[config.mk]
export PLATFORM = sky130hd
export DESIGN_NAME = uart_rx_param
export DESIGN_NICKNAME = d
export VERILOG_FILES = /design/src/rtl/uart_rx_param.sv
export SDC_FILE = /design/constraint.sdc
export NUM_CORES = 1
export LEC_CHECK = 0
export CAP_MARGIN = 0
export CELL_PAD_IN_SITES_DETAIL_PLACEMENT = 1
export CELL_PAD_IN_SITES_GLOBAL_PLACEMENT = 1
export CORE_ASPECT_RATIO = 0.6
export CORE_UTILIZATION = 43
export DETAILED_ROUTE_END_ITERATION = 10
export PLACE_DENSITY = 0.79
export SYNTH_ARGS = -nofsm -noshare
export SYNTH_HDL_FRONTEND = slang
export SYNTH_SLANG_ARGS = --single-unit
[constraint.sdc]
create_clock -name clk -period 6.6 [get_ports clk]
set_clock_uncertainty 0.05 [all_clocks]
set_input_delay 0.99 -clock clk [delete_from_list [all_inputs] [get_ports clk]]
set_output_delay 0.99 -clock clk [all_outputs]
set_load 0.02 [all_outputs]
[src/rtl/uart_rx_param.sv]
// uart_rx_param: parametrised UART receiver.
// Two-flop line synchroniser, start-bit glitch rejection, configurable data
// width / parity / stop bits, framing and parity checking, and a one-entry
// valid/ready holding register with a sticky overrun flag.
module uart_rx_param #(
    parameter int CLK_DIV    = 10417,
    parameter int DATA_BITS  = 8,
    parameter int PARITY_EN  = 0,
    parameter int PARITY_ODD = 0,
    parameter int STOP_BITS  = 1
) (
    input  logic                 clk,
    input  logic                 rst,
    input  logic                 ena,
    input  logic                 rx,
    output logic [DATA_BITS-1:0] data_out,
    output logic                 data_valid,
    input  logic                 data_ready,
    output logic                 frame_err,
    output logic                 parity_err,
    output logic                 overrun,
    output logic                 busy
);

    localparam int CNT_W = $clog2(CLK_DIV);
    localparam int IDX_W = $clog2(DATA_BITS);

    // Counter value at which the start bit is re-checked (mid start bit)
    localparam logic [CNT_W-1:0] HALF_LAST = CNT_W'(CLK_DIV / 2 - 1);
    // Counter value at which every later bit is sampled (one bit period on)
    localparam logic [CNT_W-1:0] BIT_LAST  = CNT_W'(CLK_DIV - 1);
    localparam logic [IDX_W-1:0] LAST_IDX  = IDX_W'(DATA_BITS - 1);
    localparam logic             LAST_STOP = (STOP_BITS == 2) ? 1'b1 : 1'b0;
    localparam logic             ODD_BIT   = (PARITY_ODD != 0) ? 1'b1 : 1'b0;

    typedef enum logic [2:0] {
        ST_IDLE   = 3'd0,
        ST_START  = 3'd1,
        ST_DATA   = 3'd2,
        ST_PARITY = 3'd3,
        ST_STOP   = 3'd4
    } state_t;

    state_t               state_r;
    logic [CNT_W-1:0]     cnt_r;
    logic [IDX_W-1:0]     bit_idx_r;
    logic                 stop_idx_r;
    logic [DATA_BITS-1:0] shift_r;
    logic                 frame_pend_r;
    logic                 parity_pend_r;
    logic                 commit_r;
    logic                 rx_meta_r;
    logic                 rx_sync_r;
    logic                 rx_prev_r;
    logic                 load_s;
    logic                 drop_s;

    // XOR reduction of the received data word
    function automatic logic parity_of(input logic [DATA_BITS-1:0] word);
        return ^word;
    endfunction

    // Synchronise the asynchronous line and keep one cycle of history for edge detection
    always_ff @(posedge clk) begin
        if (rst) begin
            rx_meta_r <= 1'b1;
            rx_sync_r <= 1'b1;
            rx_prev_r <= 1'b1;
        end else begin
            rx_meta_r <= rx;
            rx_sync_r <= rx_meta_r;
            rx_prev_r <= rx_sync_r;
        end
    end

    // Frame FSM: bit timing, shifting, error accumulation and the commit pulse
    always_ff @(posedge clk) begin
        if (rst) begin
            state_r       <= ST_IDLE;
            busy          <= 1'b0;
            cnt_r         <= '0;
            bit_idx_r     <= '0;
            stop_idx_r    <= 1'b0;
            shift_r       <= '0;
            frame_pend_r  <= 1'b0;
            parity_pend_r <= 1'b0;
            commit_r      <= 1'b0;
        end else if (!ena) begin
            // Disabled: abandon any frame in progress without reporting it
            state_r  <= ST_IDLE;
            busy     <= 1'b0;
            cnt_r    <= '0;
            commit_r <= 1'b0;
        end else begin
            commit_r <= 1'b0;
            case (state_r)
                ST_IDLE: begin
                    if (rx_prev_r && !rx_sync_r) begin
                        state_r <= ST_START;
                        busy    <= 1'b1;
                        cnt_r   <= '0;
                    end
                end
                ST_START: begin
                    if (cnt_r == HALF_LAST) begin
                        if (rx_sync_r) begin
                            // Line back high mid start bit: treat as noise
                            state_r <= ST_IDLE;
                            busy    <= 1'b0;
                        end else begin
                            state_r       <= ST_DATA;
                            cnt_r         <= '0;
                            bit_idx_r     <= '0;
                            frame_pend_r  <= 1'b0;
                            parity_pend_r <= 1'b0;
                        end
                    end else begin
                        cnt_r <= cnt_r + CNT_W'(1);
                    end
                end
                ST_DATA: begin
                    if (cnt_r == BIT_LAST) begin
                        shift_r <= {rx_sync_r, shift_r[DATA_BITS-1:1]};
                        cnt_r   <= '0;
                        if (bit_idx_r == LAST_IDX) begin
                            stop_idx_r <= 1'b0;
                            if (PARITY_EN != 0) begin
                                state_r <= ST_PARITY;
                            end else begin
                                state_r <= ST_STOP;
                            end
                        end else begin
                            bit_idx_r <= bit_idx_r + IDX_W'(1);
                        end
                    end else begin
                        cnt_r <= cnt_r + CNT_W'(1);
                    end
                end
                ST_PARITY: begin
                    if (cnt_r == BIT_LAST) begin
                        parity_pend_r <= parity_of(shift_r) ^ rx_sync_r ^ ODD_BIT;
                        state_r       <= ST_STOP;
                        cnt_r         <= '0;
                        stop_idx_r    <= 1'b0;
                    end else begin
                        cnt_r <= cnt_r + CNT_W'(1);
                    end
                end
                ST_STOP: begin
                    if (cnt_r == BIT_LAST) begin
                        cnt_r        <= '0;
                        frame_pend_r <= frame_pend_r | ~rx_sync_r;
                        if (stop_idx_r == LAST_STOP) begin
                            // Next cycle is the commit cycle for the holding register
                            state_r  <= ST_IDLE;
                            busy     <= 1'b0;
                            commit_r <= 1'b1;
                        end else begin
                            stop_idx_r <= 1'b1;
                        end
                    end else begin
                        cnt_r <= cnt_r + CNT_W'(1);
                    end
                end
                default: begin
                    state_r <= ST_IDLE;
                    busy    <= 1'b0;
                    cnt_r   <= '0;
                end
            endcase
        end
    end

    // Decide whether a committing frame is loaded or dropped as an overrun
    always_comb begin
        load_s = 1'b0;
        drop_s = 1'b0;
        if (commit_r) begin
            if (!data_valid || data_ready) begin
                load_s = 1'b1;
                drop_s = 1'b0;
            end else begin
                load_s = 1'b0;
                drop_s = 1'b1;
            end
        end else begin
            load_s = 1'b0;
            drop_s = 1'b0;
        end
    end

    // Holding register with valid/ready handshake and sticky overrun
    always_ff @(posedge clk) begin
        if (rst) begin
            data_out   <= '0;
            data_valid <= 1'b0;
            frame_err  <= 1'b0;
            parity_err <= 1'b0;
            overrun    <= 1'b0;
        end else begin
            if (load_s) begin
                data_out   <= shift_r;
                frame_err  <= frame_pend_r;
                parity_err <= parity_pend_r;
                data_valid <= 1'b1;
            end else if (data_valid && data_ready) begin
                data_valid <= 1'b0;
            end else begin
                data_valid <= data_valid;
            end
            if (drop_s) begin
                overrun <= 1'b1;
            end else begin
                overrun <= overrun;
            end
        end
    end

endmodule

==> flow_metrics.py, run 1 <==
metrics = {
    "status": {
        "status": "finished, final reports clean",
    },
    "clock_network": {
        "cts_setup_buffers": 0,
        "clkSlewWorstSetupHoldPaths_ns": 0.08,
        "cts-resized-gates": 0,
        "h-tree-depth": 2,
        "cts_sinks": 47,
        "holdBufCountCts": 0,
        "cts_buffers": 5,
        "cts_root_buf": "clkbuf_8",
        "cts_tree": "built",
        "cts.path.max_buffers": 2,
        "clk_latency_ns": 0.30,
    },
    "power": {
        "p_per_area_nw_per_um2": 193.6,
        "ir_worst_vdd_mv": 0.1158,
        "p_leak_uw": 0.0009702,
    },
    "die": {
        "die_x_um": 94.57,
        "core_area_um2": 4755,
        "die_y_um": 57.54,
        "core.rowCount": 19,
        "initial_core_util": 0.4650,
        "die_area_um2": 5442,
        "ios": 18,
    },
    "min_path": {
        "worst_hold_path_type": "flip-flop to flip-flop",
    },
    "logic_synthesis": {
        "synth-seq-cells": 47,
        "synthCells": 238,
        "synth_top_family_by_area": "simple AND/OR/NAND/NOR gates",
        "synth_edf_count": 0,
        "synth_compound_area_frac": 0.1126,
        "synth.avg_cell_area_um2": 9.289,
        "async_flop_share": 0,
        "synth_simple_gate_area_share": 0.2513,
        "syn-num-nets": 247,
        "synth_fa_ha_area_frac": 0.02264,
        "synth_cell_types": 47,
        "synth-seq-area-share": 0.4256,
        "synth_ff_type": "dfxtp_1",
        "synth_xor_area_frac": 0.06565,
        "syn_area_um2": 2211,
        "ys_warn_count": 0,
        "synth.area.mux_share": 0.09055,
    },
    "timing": {
        "final-setup-viol-count": 0,
        "grt_setup_unrepaired": "false",
        "worst_slack_ns": 3.576,
        "fmax_ghz": 0.3307,
        "final-hold-violation-count": 0,
        "period_minus_slack_ns": 3.024,
        "worst_pin_slew_ns": 1.011,
        "slew-limit-headroom": 0.3213,
        "tns_ns": 0,
        "slew_viol_final": 0,
        "finalCritPeriodShare": 0.4581,
    },
    "global_route": {
        "grt-ovfl-total": 0,
        "grt_max_degree": 32,
        "grt_pass1_vias": 1756,
        "track_usage": 0.2239,
        "antenna_found_initial": 0,
        "grt_pass1_wl_um": 8976,
    },
    "placement": {
        "port_buffers": 17,
        "gp_congestion": 0.7930,
        "dp_hpwl_um": 3809,
        "place_ws_ns": 3.616,
    },
    "drt": {
        "viasPerCell": 5.659,
        "ant_nets": 0,
        "first_pass_iters": 4,
        "wl_per_cell_um": 16.94,
        "drcViolationCount": 0,
        "routed_wl_um": 5318,
        "drt_iter0_drc": 94,
        "vias": 1777,
    },
    "final_layout": {
        "fillCellCount": 547,
        "drive_gt1_frac": 0.07968,
        "syn_to_final_growth_pct": 13.41,
        "diodes": 0,
        "nets": 260,
    },
    "worst_setup_path": {
        "critPathMaxFanout": 14,
        "startpoint_type": "flip-flop",
        "crit_arrival_ns": 3.13,
        "worstPathRequired_ns": 6.71,
        "path_class": "flip-flop to flip-flop",
        "endpoint_kind": "flip-flop",
    },
    "run": {
        "drv_cap": 0,
    },
}
[synth_stat cells, types with 2 or more instances]
cell type / n / area (um^2)
or4b_1: 2 / 20.02
o31ai_1: 5 / 37.54
ha_1: 4 / 50.05
nor3_1: 3 / 15.01
nor2b_1: 2 / 12.51
nand3_1: 4 / 20.02
or2_2: 3 / 18.77
xor2_1: 2 / 17.52
xnor2_1: 12 / 105.1
nand2_1: 10 / 37.54
clkbuf_1: 10 / 37.54
nand2b_1: 5 / 31.28
nand4_1: 4 / 25.02
mux2i_1: 20 / 200.2
o21ai_0: 5 / 25.02
nand3b_1: 2 / 15.01
nor4_1: 2 / 12.51
nand4b_1: 2 / 17.52
nor4_4: 2 / 42.54
or4_1: 6 / 45.04
dfxtp_1: 47 / 940.9
inv_1: 6 / 22.52
a21oi_1: 16 / 80.08
o21ai_1: 2 / 10.01
buf_2: 2 / 10.01
or3b_2: 2 / 17.52
nor3b_1: 2 / 15.01
a211oi_1: 2 / 15.01
nor2_1: 36 / 135.1
[layer usage]
metal | track usage | part of all wire
met4 | 0.07576 | 0.0083
met1 | 0.3333 | 0.53
met3 | 0.05733 | 0.044
met5 | 0 | 0
met2 | 0.3116 | 0.42
[layout make-up]
| type | instances | area [um^2] | share of cell area |
|---|---|---|---|
| multi-input combinational | 173 | 1200 | 0.4785 |
| tap | 63 | 78.83 | 0.03144 |
| clock buffer | 6 | 82.58 | 0.03293 |
| inverter | 6 | 22.52 | 0.008982 |
| timing repair buffer | 18 | 177.7 | 0.07086 |
| sequential | 47 | 940.9 | 0.3753 |
| clock inverter | 1 | 5.005 | 0.001996 |
[layout by cell type, fill, tap and decap left out, types with 2 or more instances in the layout]
cell / n
nor4_1: 2
nand3_1: 4
clkbuf_8: 6
o31ai_1: 5
o21ai_0: 5
inv_1: 6
ha_1: 4
or2_2: 3
xor2_1: 2
nand4_1: 4
nor3b_1: 2
nand2b_1: 5
mux2i_1: 20
a21oi_1: 16
nor3_1: 3
nor2b_1: 2
or4_1: 6
nand3b_1: 2
dfxtp_1: 47
nand4b_1: 2
nand2_1: 10
xnor2_1: 12
clkdlybuf4s50_1: 17
nor4_4: 2
nor2_1: 36
a211oi_1: 2
o21ai_1: 2
or3b_2: 2
or4b_1: 2
[report_power, final]
part	leakage (uW)	total [uW]	internal (uW)	switching [uW]
Sequential	0.000379	286	285	1.68
Combinational	0.000544	21.9	7.84	14.1
Clock	0.0000470	177	82.3	94.7
Total	0.000970	485	375	111
[kinds of logic (layout without fill, tap and decap cells)]
group | count (synthesis) | after routing
AND/OR/NAND/NOR | 95 | 95
adder cells (fa/ha/maj) | 4 | 4
AO/OA/AOI/OAI | 39 | 39
flip-flops | 47 | 47
multiplexers | 20 | 20
XOR/XNOR | 15 | 15
buffers and inverters | 18 | 31
[state kept, by name (all words and copies together), names as in the netlist, 3 cells and up]
| name | flops |
|---|---|
| state_r | 3 |
| data_out | 8 |
| shift_r | 8 |
| cnt_r | 14 |
| bit_idx_r | 3 |
[final timing paths]
path,cells after the start,slack (ns),endpoint,startpoint
worst max-delay path,7,3.58,cnt_r[13]$_SDFFE_PP0P_,cnt_r[0]$_SDFFE_PP0P_
worst min-delay path,1,0.37,rx_sync_r$_SDFF_PP1_,rx_meta_r$_SDFF_PP1_
worst max register to register,7,3.58,cnt_r[13]$_SDFFE_PP0P_,cnt_r[0]$_SDFFE_PP0P_
worst min register to register,1,0.37,rx_sync_r$_SDFF_PP1_,rx_meta_r$_SDFF_PP1_
[per-stage QoR]
stage	cells	utilization	instance area, um^2	hold WS, ns	total power, uW
floorplan	238	-	2211	0.3395	307.2
global placement	307	0.5089	2420	0.3410	314.1
detailed placement	307	0.5089	2420	0.3535	314.8
CTS	314	0.5274	2507	0.3733	491.5
global route	314	0.5274	2507	0.3802	505.5
finish	314	0.5274	2507	0.3691	485.3
[worst max-delay path, cell delays in order, from the launching register on]
cell and delay [ns]:
dfxtp_1 0.34, inv_1 0.10, ha_1 0.15, or4bb_1 0.53, nor4_4 0.58, o22ai_1 0.19, o21ai_1 0.82, nor2_1 0.11
No activity file was read; power rests on OpenSTA's default activity.
==> inputs of run 2 (changes only) <==
--- a/config.mk
+++ b/config.mk
@@ -9,9 +9,9 @@
 export CELL_PAD_IN_SITES_DETAIL_PLACEMENT = 1
 export CELL_PAD_IN_SITES_GLOBAL_PLACEMENT = 1
 export CORE_ASPECT_RATIO = 0.6
-export CORE_UTILIZATION = 43
+export CORE_UTILIZATION = 40
 export DETAILED_ROUTE_END_ITERATION = 10
-export PLACE_DENSITY = 0.79
+export PLACE_DENSITY = 0.77
 export SYNTH_ARGS = -nofsm -noshare
 export SYNTH_HDL_FRONTEND = slang
 export SYNTH_SLANG_ARGS = --single-unit
==> constraint.sdc (replaced) <==
create_clock -name clk -period 2.6 [get_ports clk]
set_clock_uncertainty 0.05 [all_clocks]
set_input_delay 0.39 -clock clk [delete_from_list [all_inputs] [get_ports clk]]
set_output_delay 0.39 -clock clk [all_outputs]
set_load 0.02 [all_outputs]
==> run 2 against run 1 <==
Compared with the run above:
- the flow now finishes with violations (design-rule violations)
- hold slack lost 0.0010 ns
- cell area up 5.2%
- worst setup slack worse by 3.4 ns
- count of clock-buffer cells in the layout unchanged
- critical path depth shrank 1
==> flow_metrics.py, run 2 (synthesis results as in run 1) <==
metrics = {
    "final_layout": {
        "nets": 271,
        "final_cells": 329,
        "postLayoutCellArea_um2": 2639,
        "final_cell_mix": "dfxtp_1 (47), nor2_1 (36), mux2i_1 (20)",
        "syn_to_final_growth_pct": 19.35,
        "fillCellCount": 606,
        "drive_gt1_frac": 0.1179,
        "final_common_cell": "dfxtp_1",
        "largest_reg_flops": 14,
        "diodes": 0,
        "largest-register": "cnt_r",
        "top_regs": "cnt_r x14, data_out x8, shift_r x8",
    },
    "power": {
        "swShare": 0.2021,
        "p_int_uw": 1131,
        "ir_worst_vdd_mv": 0.2448,
        "seqPwrFrac": 0.512,
        "p_sw_uw": 286.6,
        "finalPower_uw": 1418,
        "clkPwrFrac": 0.444,
        "power_frac_comb": 0.044,
        "p_leak_uw": 0.001044,
        "p_per_area_nw_per_um2": 537.4,
    },
    "global_route": {
        "grt_pass1_vias": 1679,
        "grt_max_degree": 31,
        "grt-ovfl-total": 0,
        "grt_pass1_wl_um": 8645,
        "track_usage": 0.1937,
        "antenna_found_initial": 0,
    },
    "drt": {
        "drt_iter0_drc": 86,
        "wl_met1_um": 2961,
        "viasPerCell": 5.365,
        "routed.top_layer": "met3",
        "wl_met2_um": 2131,
        "routed_wl_um": 5272,
        "first_pass_iters": 7,
        "ant_nets": 0,
        "vias": 1765,
        "drcViolationCount": 4,
        "dr_wl_met3_um": 179,
        "wl_per_cell_um": 16.02,
    },
    "min_path": {
        "hold-path-cell-count": 1,
        "min_from": "rx_meta_r$_SDFF_PP1_",
        "min_to": "rx_sync_r$_SDFF_PP1_",
        "worst_hold_path_type": "flip-flop to flip-flop",
    },
    "die": {
        "die_y_um": 59.59,
        "ios": 18,
        "die_area_um2": 5838,
        "core_area_um2": 5180,
        "core.rowCount": 20,
        "initial_core_util": 0.4268,
        "die_x_um": 97.98,
    },
    "timing": {
        "tns_ns": 0,
        "worst_pin_slew_ns": 0.5144,
        "final-setup-viol-count": 0,
        "period_minus_slack_ns": 2.404,
        "slew-limit-headroom": 0.6564,
        "grt_setup_unrepaired": "false",
        "finalCritPeriodShare": 0.9245,
        "fmax_ghz": 0.4160,
        "slew_viol_final": 0,
        "final-hold-violation-count": 0,
        "worst_slack_ns": 0.1963,
    },
    "placement": {
        "dp_hpwl_um": 3845,
        "gp_congestion": 0.8026,
        "placed_area_um2": 2499,
        "place_ws_ns": 0.07370,
        "dp_cells": 320,
        "port_buffers": 17,
    },
    "run": {
        "drv_cap": 0,
    },
    "worst_setup_path": {
        "worstPathRequired_ns": 2.78,
        "startpoint_type": "flip-flop",
        "rr_endpoint": "state_r[0]$_SDFFE_PP0P_",
        "r2r_slack_ns": 0.20,
        "endpoint_kind": "flip-flop",
        "path_class": "flip-flop to flip-flop",
        "reg2regPathDepth": 6,
        "crit_arrival_ns": 2.59,
        "critPathMaxFanout": 5,
        "r2r-start": "cnt_r[12]$_SDFFE_PP0P_",
    },
    "clock_network": {
        "clkSlewWorstSetupHoldPaths_ns": 0.09,
        "cts_root_buf": "clkbuf_8",
        "cts.path.max_buffers": 2,
        "h-tree-depth": 2,
        "cts_buffers": 5,
        "cts_tree": "built",
        "clk_latency_ns": 0.30,
        "holdBufCountCts": 0,
        "cts_sinks": 47,
    },
    "status": {
        "failed_checks": "design-rule violations",
        "status": "complete, but fails checks",
    },
}
==> run 2: cell count changes in the layout (fill, tap and decap cells not counted), sizes merged <==
cell / before / now
clkinv: 1 / 0
bufinv: 0 / 2
buf: 1 / 12
==> run 2: power groups by stage <==
stage	Clock (uW)	Sequential (uW)	Combinational, uW
detailed placement	0	743	61.9
floorplan	0	741	38.3
global placement	0	742	60.5
CTS	644	726	62.3
finish	630	726	62.0
global route	684	726	68.4
==> run 2: final cells by class <==
type,instances,area (um^2),area share
repair buffers,29,260.3,0.09863
multi-input cells,173,1200,0.4547
inverters,6,22.52,0.008535
clock buffers,6,72.57,0.02750
clock inverters,2,60.06,0.02276
flip-flops and latches,47,940.9,0.3566
well taps,66,82.58,0.03129
==> run 2: worst max path at each step <==
stage / from / end / slack, ns
after floorplan: cnt_r[0]$_SDFFE_PP0P_ / bit_idx_r[0]$_SDFFE_PP0P_ / 0.24
after global placement: cnt_r[0]$_SDFFE_PP0P_ / bit_idx_r[0]$_SDFFE_PP0P_ / 0.17
after detailed placement: cnt_r[0]$_SDFFE_PP0P_ / state_r[0]$_SDFFE_PP0P_ / 0.07
after CTS: cnt_r[0]$_SDFFE_PP0P_ / state_r[0]$_SDFFE_PP0P_ / 0.05
after global routing: cnt_r[12]$_SDFFE_PP0P_ / busy$_SDFFE_PP0P_ / 0.06
final: cnt_r[12]$_SDFFE_PP0P_ / state_r[0]$_SDFFE_PP0P_ / 0.20
==> run 2: stage by stage <==
step / util / hold WS (ns)
global placement: 0.4824 / 0.3409
floorplan: - / 0.3395
global route: 0.5094 / 0.3944
CTS: 0.5080 / 0.3690
detailed placement: 0.4824 / 0.3478
finish: 0.5094 / 0.3681
==> run 2: what timing repair did <==
item,4_1_cts,5_1_grt
buffers inserted,0,1
gates resized for setup,0,0
endpoints found under the setup margin,0,20
==> run 2: worst max-delay path, stage by stage, from the launching register on <==
cell,delay [ns]
dfxtp_1,0.42
or4b_1,0.51
nor4_4,0.39
buf_4,0.21
o221ai_2,0.14
or4_1,0.46
a21oi_1,0.15
==> run 2: layer usage <==
layer | vias up | global-route usage
met3 | 0 | 0.04245
met5 | - | 0
met4 | 0 | 0.04545
li1 | 897 | -
met2 | 23 | 0.2686
met1 | 845 | 0.2984
==> inputs of run 3 (changes only) <==
--- a/config.mk
+++ b/config.mk
@@ -5,12 +5,14 @@
 export SDC_FILE = /design/constraint.sdc
 export NUM_CORES = 1
 export LEC_CHECK = 0
+export ABC_CLOCK_PERIOD_IN_PS = 2600
 export CAP_MARGIN = 0
 export CELL_PAD_IN_SITES_DETAIL_PLACEMENT = 1
 export CELL_PAD_IN_SITES_GLOBAL_PLACEMENT = 1
 export CORE_ASPECT_RATIO = 0.6
 export CORE_UTILIZATION = 40
 export DETAILED_ROUTE_END_ITERATION = 10
+export MAX_ROUTING_LAYER = met4
 export PLACE_DENSITY = 0.77
 export SYNTH_ARGS = -nofsm -noshare
 export SYNTH_HDL_FRONTEND = slang
==> run 3 against run 2 <==
Compared with the run above:
- the flow still finishes with violations (design-rule violations)
- critical path depth unchanged
- clock power is essentially flat
- sequential share of layout area did not move
- via count grew 0.45%
- cell area unchanged
- final cell count stayed put
- count of clock-buffer cells in the layout stayed put
- power is 0.16% higher
- die area stayed put
- first-iteration DRC count up 2.3%
- largest cell class unchanged
- highest routed layer is now met4
==> flow_metrics.py, run 3 (synthesis results as in run 1) <==
metrics = {
    "global_route": {
        "grt_max_degree": 31,
        "grt_pass1_wl_um": 8680,
        "grt-ovfl-total": 0,
        "track_usage": 0.2004,
        "antenna_found_initial": 0,
        "grt_pass1_vias": 1676,
    },
    "timing": {
        "fmax_ghz": 0.4158,
        "tns_ns": 0,
        "final-hold-violation-count": 0,
        "final-setup-viol-count": 0,
        "finalCritPeriodShare": 0.9250,
        "grt_setup_unrepaired": "false",
        "period_minus_slack_ns": 2.405,
        "worst_slack_ns": 0.1951,
        "slew-limit-headroom": 0.6576,
        "slew_viol_final": 0,
        "worst_pin_slew_ns": 0.5124,
    },
    "worst_setup_path": {
        "crit_family": "simple AND/OR/NAND/NOR gates",
        "r2r-start": "cnt_r[12]$_SDFFE_PP0P_",
        "crit_arrival_ns": 2.59,
        "worstPathRequired_ns": 2.79,
        "reg2regPathDepth": 6,
        "cp.depth": 6,
        "critPathMaxFanout": 5,
        "startpoint_type": "flip-flop",
        "critPathSlowestCell": "or4b_1",
        "endpoint_kind": "flip-flop",
        "critPathLaunch": "cnt_r[12]$_SDFFE_PP0P_",
        "critical_path_buf_inv_count": 1,
        "crit_chain": "or4b_1 -> nor4_4 -> buf_4 -> o221ai_2 -> or4_1 -> a21oi_1",
        "path_class": "flip-flop to flip-flop",
        "rr_endpoint": "state_r[0]$_SDFFE_PP0P_",
        "cpPeakStageDelay_ns": 0.51,
        "endpoint": "state_r[0]$_SDFFE_PP0P_",
        "r2r_slack_ns": 0.20,
    },
    "drt": {
        "ant_nets": 0,
        "wl_met1_um": 2963,
        "viasPerCell": 5.389,
        "first_pass_iters": 7,
        "vias": 1773,
        "drt_iter0_drc": 88,
        "routed.top_layer": "met4",
        "dr_wl_met3_um": 179,
        "drcViolationCount": 4,
        "wl_met2_um": 2102,
        "routed_wl_um": 5272,
        "wl_per_cell_um": 16.02,
    },
    "clock_network": {
        "clkSlewWorstSetupHoldPaths_ns": 0.09,
        "cts-resized-gates": 0,
        "clk_latency_ns": 0.30,
        "cts.path.max_buffers": 2,
        "h-tree-depth": 2,
        "cts_buffers": 5,
        "cts_tree": "built",
        "cts_root_buf": "clkbuf_8",
        "cts_sinks": 47,
    },
    "status": {
        "failed_checks": "design-rule violations",
        "status": "complete, but fails checks",
    },
    "final_layout": {
        "largest-register": "cnt_r",
        "largest_reg_flops": 14,
        "diodes": 0,
        "postLayoutCellArea_um2": 2639,
        "top_regs": "cnt_r x14, data_out x8, shift_r x8",
        "fin_util": 0.5094,
        "drive_gt1_frac": 0.1179,
        "final_common_cell": "dfxtp_1",
        "syn_to_final_growth_pct": 19.35,
        "final_cell_mix": "dfxtp_1 (47), nor2_1 (36), mux2i_1 (20)",
        "nets": 271,
    },
    "die": {
        "initial_core_util": 0.4268,
        "ios": 18,
        "die_y_um": 59.59,
        "die_area_um2": 5838,
        "core_area_um2": 5180,
        "core.rowCount": 20,
        "die_x_um": 97.98,
    },
    "placement": {
        "placed_area_um2": 2499,
        "dp_hpwl_um": 3845,
        "port_buffers": 17,
        "gp_congestion": 0.8142,
        "place_ws_ns": 0.07370,
    },
    "power": {
        "p_per_area_nw_per_um2": 538.2,
        "p_leak_uw": 0.001044,
        "ir_worst_vdd_mv": 0.2452,
    },
    "run": {
        "drv_cap": 0,
    },
    "min_path": {
        "worst_hold_path_type": "flip-flop to flip-flop",
    },
}
## run 3: cell counts in the layout (fill, tap and decap cells not counted)
Identical to the previous run, type by type.
## run 3: through the flow
| step | hold slack [ns] | power (uW) | instances |
|---|---|---|---|
| 2_1_floorplan | 0.3395 | 779.7 | 238 |
| 3_3_place_gp | 0.3409 | 802.9 | 320 |
| 3_5_place_dp | 0.3478 | 804.6 | 320 |
| 4_1_cts | 0.3690 | 1432 | 328 |
| 5_1_grt | 0.3944 | 1478 | 329 |
| 6_report | 0.3671 | 1420 | 329 |
## run 3: final cells by class
| cell class | count | area, um^2 |
|---|---|---|
| clock buffer | 6 | 72.57 |
| clock inverter | 2 | 60.06 |
| fill | 606 | 2541 |
| inverter | 6 | 22.52 |
| multi-input combinational | 173 | 1200 |
| sequential | 47 | 940.9 |
| tap | 66 | 82.58 |
| timing repair buffer | 29 | 260.3 |
## run 3: where the power goes
group / total, uW / switching, uW / internal (uW)
Sequential: 726 / 3.26 / 723
Clock: 632 / 248 / 384
Combinational: 62.0 / 37.6 / 24.4
## run 3: worst reg2reg max path, cell delays in order, from the launching register on
cell	delay (ns)
dfxtp_1	0.42
or4b_1	0.51
nor4_4	0.39
buf_4	0.21
o221ai_2	0.14
or4_1	0.46
a21oi_1	0.15
## run 3: repair_timing
action	CTS	global route
buffers inserted	0	1
endpoints found under the setup margin	0	20
hold endpoints to repair	0	0
hold buffers	0	0
## run 3: per-layer routing
metal	up-vias	global-route usage
li1	896	-
met1	851	0.2999
met2	24	0.2686
met3	2	0.04245
met4	0	0.04545
met5	-	-
## run 3: worst min path at each step
stage               cells past startpoint                 start  slack [ns]              endpoint
floorplan                               1  rx_meta_r$_SDFF_PP1_        0.34  rx_sync_r$_SDFF_PP1_
detailed placement                      1  rx_meta_r$_SDFF_PP1_        0.35  rx_sync_r$_SDFF_PP1_
finish                                  1  rx_meta_r$_SDFF_PP1_        0.37  rx_sync_r$_SDFF_PP1_
global route                            1  rx_meta_r$_SDFF_PP1_        0.39  rx_sync_r$_SDFF_PP1_
CTS                                     1  rx_meta_r$_SDFF_PP1_        0.37  rx_sync_r$_SDFF_PP1_
global placement                        1  rx_meta_r$_SDFF_PP1_        0.34  rx_sync_r$_SDFF_PP1_
